$ cat config.mk
export PLATFORM = sky130hd
export DESIGN_NAME = mole_target_controller
export DESIGN_NICKNAME = d
export VERILOG_FILES = /design/src/rtl/mole_target_controller.sv
export SDC_FILE = /design/constraint.sdc
export NUM_CORES = 1
export LEC_CHECK = 0
export BUFFER_PORTS_ARGS = -buffer_cell sky130_fd_sc_hd__buf_2
export CORE_MARGIN = 4
export CORE_UTILIZATION = 63
export DETAILED_ROUTE_END_ITERATION = 16
export PLACE_DENSITY = 0.93
export SYNTH_ARGS = -nofsm -noshare
export SYNTH_HDL_FRONTEND = slang
export SYNTH_SLANG_ARGS = --single-unit
export TNS_END_PERCENT = 5
$ cat constraint.sdc
create_clock -name clk -period 3.5 [get_ports clk]
set_input_delay 0.525 -clock clk [delete_from_list [all_inputs] [get_ports clk]]
set_output_delay 0.525 -clock clk [all_outputs]
set_load 0.01 [all_outputs]
$ cat src/rtl/mole_target_controller.sv
// Whack-a-mole target controller: picks a random LED, times the lit window, judges presses, keeps score.
// Optional build macro MOLE_SPEEDUP_EN shortens the lit window after every hit.
module mole_target_controller #(
  parameter int ON_CYCLES  = 50_000_000,
  parameter int GAP_CYCLES = 10_000_000,
  parameter int MAX_MISS   = 3
) (
  input  logic       clk,
  input  logic       reset,
  input  logic       start,
  input  logic [3:0] rand_in,
  input  logic [9:0] btn,
  output logic [9:0] led,
  output logic [3:0] target,
  output logic [7:0] score,
  output logic [3:0] miss_cnt,
  output logic       hit_pulse,
  output logic       miss_pulse,
  output logic       game_over
);

  localparam int TW = $clog2(ON_CYCLES) + 1;
  localparam logic [TW-1:0] ON_LEN   = TW'(ON_CYCLES);
  localparam logic [TW-1:0] GAP_LOAD = TW'(GAP_CYCLES - 1);
  localparam logic [3:0]    MISS_LIM = 4'(MAX_MISS);

  typedef enum logic [2:0] {IDLE, PICK, SHOW, GAP, OVER} state_t;
  state_t state, state_next;

  logic [9:0]    btn_q;
  logic          start_q;
  logic [3:0]    last_target;
  logic [TW-1:0] timer;
  logic [TW-1:0] on_len;
  logic [9:0]    press;
  logic [9:0]    tgt_mask;
  logic          start_re;
  logic          rand_ok;
  logic          hit;
  logic          miss;

  assign press    = btn & ~btn_q;
  assign start_re = start & ~start_q;
  assign tgt_mask = 10'd1 << target;
  assign rand_ok  = (rand_in < 4'd10) && (rand_in != last_target);

  always_ff @(posedge clk or negedge reset) begin
    if (!reset) state <= IDLE;
    else        state <= state_next;
  end

  // A wrong button outranks the right one, and the right one outranks the timeout.
  always_comb begin
    state_next = state;
    hit        = 1'b0;
    miss       = 1'b0;
    led        = '0;
    game_over  = 1'b0;
    case (state)
      IDLE: if (start_re) state_next = PICK;
      PICK: if (rand_ok) state_next = SHOW;
      SHOW: begin
        led = tgt_mask;
        if ((press & ~tgt_mask) != '0)      miss = 1'b1;
        else if ((press & tgt_mask) != '0)  hit  = 1'b1;
        else if (timer == '0)               miss = 1'b1;
        if (hit || miss) state_next = GAP;
      end
      GAP: begin
        if (miss_cnt == MISS_LIM) state_next = OVER;
        else if (timer == '0)     state_next = PICK;
      end
      OVER: begin
        led       = 10'h3FF;
        game_over = 1'b1;
        if (start_re) state_next = PICK;
      end
      default: state_next = IDLE;
    endcase
  end

  always_ff @(posedge clk or negedge reset) begin
    if (!reset) begin
      btn_q       <= '0;
      start_q     <= 1'b0;
      last_target <= 4'hF;
      timer       <= '0;
      target      <= '0;
      score       <= '0;
      miss_cnt    <= '0;
      hit_pulse   <= 1'b0;
      miss_pulse  <= 1'b0;
    end else begin
      btn_q      <= btn;
      start_q    <= start;
      hit_pulse  <= hit;
      miss_pulse <= miss;
      case (state)
        IDLE, OVER: begin
          if (start_re) begin
            score    <= '0;
            miss_cnt <= '0;
          end
        end
        PICK: begin
          if (rand_ok) begin
            target      <= rand_in;
            last_target <= rand_in;
            timer       <= on_len - TW'(1);
          end
        end
        SHOW: begin
          if (hit) begin
            if (score != 8'hFF) score <= score + 8'd1;
            timer <= GAP_LOAD;
          end else if (miss) begin
            miss_cnt <= miss_cnt + 4'd1;
            timer    <= GAP_LOAD;
          end else begin
            timer <= timer - TW'(1);
          end
        end
        GAP: if (timer != '0) timer <= timer - TW'(1);
        default: ;
      endcase
    end
  end

`ifdef MOLE_SPEEDUP_EN
  localparam logic [TW-1:0] STEP  = TW'(ON_CYCLES >> 4);
  localparam logic [TW-1:0] FLOOR = TW'(ON_CYCLES >> 2);
  logic [TW-1:0] on_len_dec;

  assign on_len_dec = on_len - STEP;

  // Window shrinks per hit but never below a quarter of the base length.
  always_ff @(posedge clk or negedge reset) begin
    if (!reset)
      on_len <= ON_LEN;
    else if (start_re && (state == IDLE || state == OVER))
      on_len <= ON_LEN;
    else if (hit && (on_len_dec >= FLOOR))
      on_len <= on_len_dec;
  end
`else
  assign on_len = ON_LEN;
`endif

endmodule

==> summary.txt <==
Run status
  – Outcome: finished clean

Global routing
  – Largest net degree at the start of global routing: 53
  – Global route overflow: 0
  – First-pass GRT wire length: 14.65 mm
  – Gr usage total: 25.44%
  – Antenna violations before repair: 0
  – Vias in the first global route: 3,069

Final layout
  – Area Growth Syn to Fin: 11.40%
  – Fin util: 73.06%
  – Fraction of layout cells with a size suffix above 1: between 20% and 30%
  – Fin cells: 507
  – Final Net Count: 450
  – Antenna diodes: 0

Clocking
  – Hold buffers post-CTS: 0
  – CTS root buf: clkbuf_8
  – Reg clk slew, reported paths: 0.08 ns
  – Longest Clk Path Bufs: 2
  – H-tree Lvls: 3
  – CTS tree: yes
  – Setup bufs post-CTS: 0
  – Skew-Pair Late Insertion Delay: 0.35 ns
  – Resized cells post-CTS: 0
  – CTS buffer count: 9
  – Clock tree sinks: 63

Die
  – DIE HEIGHT: 83.95 um
  – Initial Utilization: 65.58%
  – Die width: 83.95 um
  – Top Ports: between 40 and 50
  – Die ar.: 7047 um2
  – Core Area: 5540 um2
  – Row Count: 27

Synth
  – Most frequent cell after synthesis: dfrtp_1
  – Library cells used by synthesis: 68
  – Cell Area, Synth: 3633 um2
  – Area leader, netlist: dfrtp_1
  – Net Count, Synth: 411
  – EDFF count, synth: 0
  – Syn avg cell area: 9.293 um2
  – Top area cells in the synthesized netlist: dfrtp_1, nand2_1, nor3_1
  – Synthesized flop and latch total: 63
  – Share of the synthesized area in the top cell type: 40.63%
  – Ys Warns: 0
  – Most used DFF post-synth: dfrtp_1
  – Asr flop ratio synth: between 90% and 100%
  – Syn Inst Count: ~390
  – Seq/Total Area, Yosys: a little over two fifths
  – Commonest cells in the netlist: dfrtp_1, nand2_1, nor3_1

Setup path
  – Setup crit end kind: flip-flop
  – CP arrival: 3.06 ns
  – Crit-path max FO: 11
  – Worst EP required: 3.75 ns
  – Worst Setup Path Type: flip-flop to flip-flop
  – Crit start category: flip-flop

Power and ir drop
  – Lkg Pwr: roughly 1.7 nW
  – VDD IR max: approximately 610 uV
  – Pwr/cell area: around 700 nW/um2

Timing
  – Final setup violating endpoints: 0
  – Final min period: 2.816 ns
  – Worst-Margin Slew: 1.139 ns
  – TNS Setup: 0 ns
  – Clock Skew: 0.01166 ns
  – Pins Over Slew Limit: 0
  – Final Hold Fails: 0
  – Relative slew slack: 24.07%
  – Final Cycle Share: 80.45%
  – FMAX: 0.3551 GHz
  – RSZ-0062 raised after global routing: false

Route
  – DRC: 0
  – Routed vias/inst: 6.416
  – Drt first pass iters: 5
  – Drt first-iter violations: 251
  – Final WL: roughly 8.6 mm
  – Via count: 3,253
  – Routed length per instance: about 17 um
  – Antenna Nets Post-Route: 0

Run
  – Max Cap Violations: 0

Placed design
  – GPL Wtd Cong: a little over 0.9
  – Placed Cells: 491
  – Port bufs: 45
  – HPWL Detailed: 6.054 mm

Worst hold path
  – Hold Crit Class: input port to flip-flop
[through the flow]
step	hold slack [ns]	total power [mW]	area, um2	worst slack, ns
finish	0.2844	2.844	4048	0.6842
global route	0.2714	3.043	4048	0.4117
CTS	0.2790	2.833	4048	0.7221
detailed placement	0.4636	2.258	3866	0.7386
global placement	0.4567	2.196	3866	0.9097
floorplan	0.2294	1.954	3633	1.294
[layer usage]
| metal | wire length (um) | GRT usage, % |
|---|---|---|
| met5 | 0 | 0 |
| met4 | 180 | 9.795 |
| met3 | 586 | 5.429 |
| met2 | 4182 | 40.35 |
| met1 | 3633 | 34.18 |
[worst max-delay path, stage by stage (launching register included)]
cell and delay (ns):
dfrtp_1 0.42, or4_1 0.64, nor4_4 0.36, nand4_1 0.53, nand2_1 0.45, nor2_1 0.09
a221oi_1 0.23
[worst paths after layout]
kind / from / end / slack, ns / cells after the start
setup reg to reg: timer[17] / timer[25] / 0.68 / 6
hold reg to reg: last_target[0] / last_target[0] / 0.47 / 2
min in group asynchronous: reset / miss_pulse / 0.38 / 1
max in group asynchronous: reset / timer[4] / 2.28 / 2
hold / removal: btn[3] / btn_q[3] / 0.28 / 1
setup / recovery: timer[17] / timer[25] / 0.68 / 6
[kinds of logic (layout without fill, tap and decap cells)]
family	Yosys count	after routing	synth area share (%)
xor+xnor	16	16	3.857
mux	7	7	1.928
simple gates	196	196	31.61
flops	63	63	43.53
fa+ha+maj	3	3	1.033
buf+inv	34	78	4.717
compound gates	72	72	13.33
[layout make-up]
class	instances	area, um2
flip-flops and latches	63	1582
fillers	400	1493
clock inverters	7	57.56
repair buffers	50	262.8
clock buffers	9	123.9
inverters	12	45.04
multi-input cells	294	1887
well taps	72	90.09
[report_power, final]
| group | switching [mW] | internal [mW] | total (mW) | leakage, nW |
|---|---|---|---|---|
| combinational | 0.683 | 0.426 | 1.11 | 0.863 |
| clock | 0.311 | 0.262 | 0.573 | 0.0820 |
| sequential | 0.254 | 0.909 | 1.16 | 0.747 |
| total | 1.25 | 1.60 | 2.84 | 1.69 |
[layout by cell type (no fill, tap or decap), drive strengths merged, types with 6 or more instances in the layout]
master / n
a21oi: 15
buf: 50
clkbuf: 9
dfrtp: 59
inv: 13
mux2i: 7
nand2: 45
nand2b: 11
nand3: 23
nand4: 11
nor2: 20
nor2b: 7
nor3: 26
nor4: 11
nor4b: 6
o21ai: 23
o31ai: 6
or3: 7
or4: 8
xor2: 11
[sequential cells by signal (all words and copies together) (netlist names)]
register,cells
timer,27
btn_q,10
score,8
last_target,4
miss_cnt,4
target,4
state,3
hit_pulse,1
miss_pulse,1
start_q,1
Power figures use the tool's default switching activity.
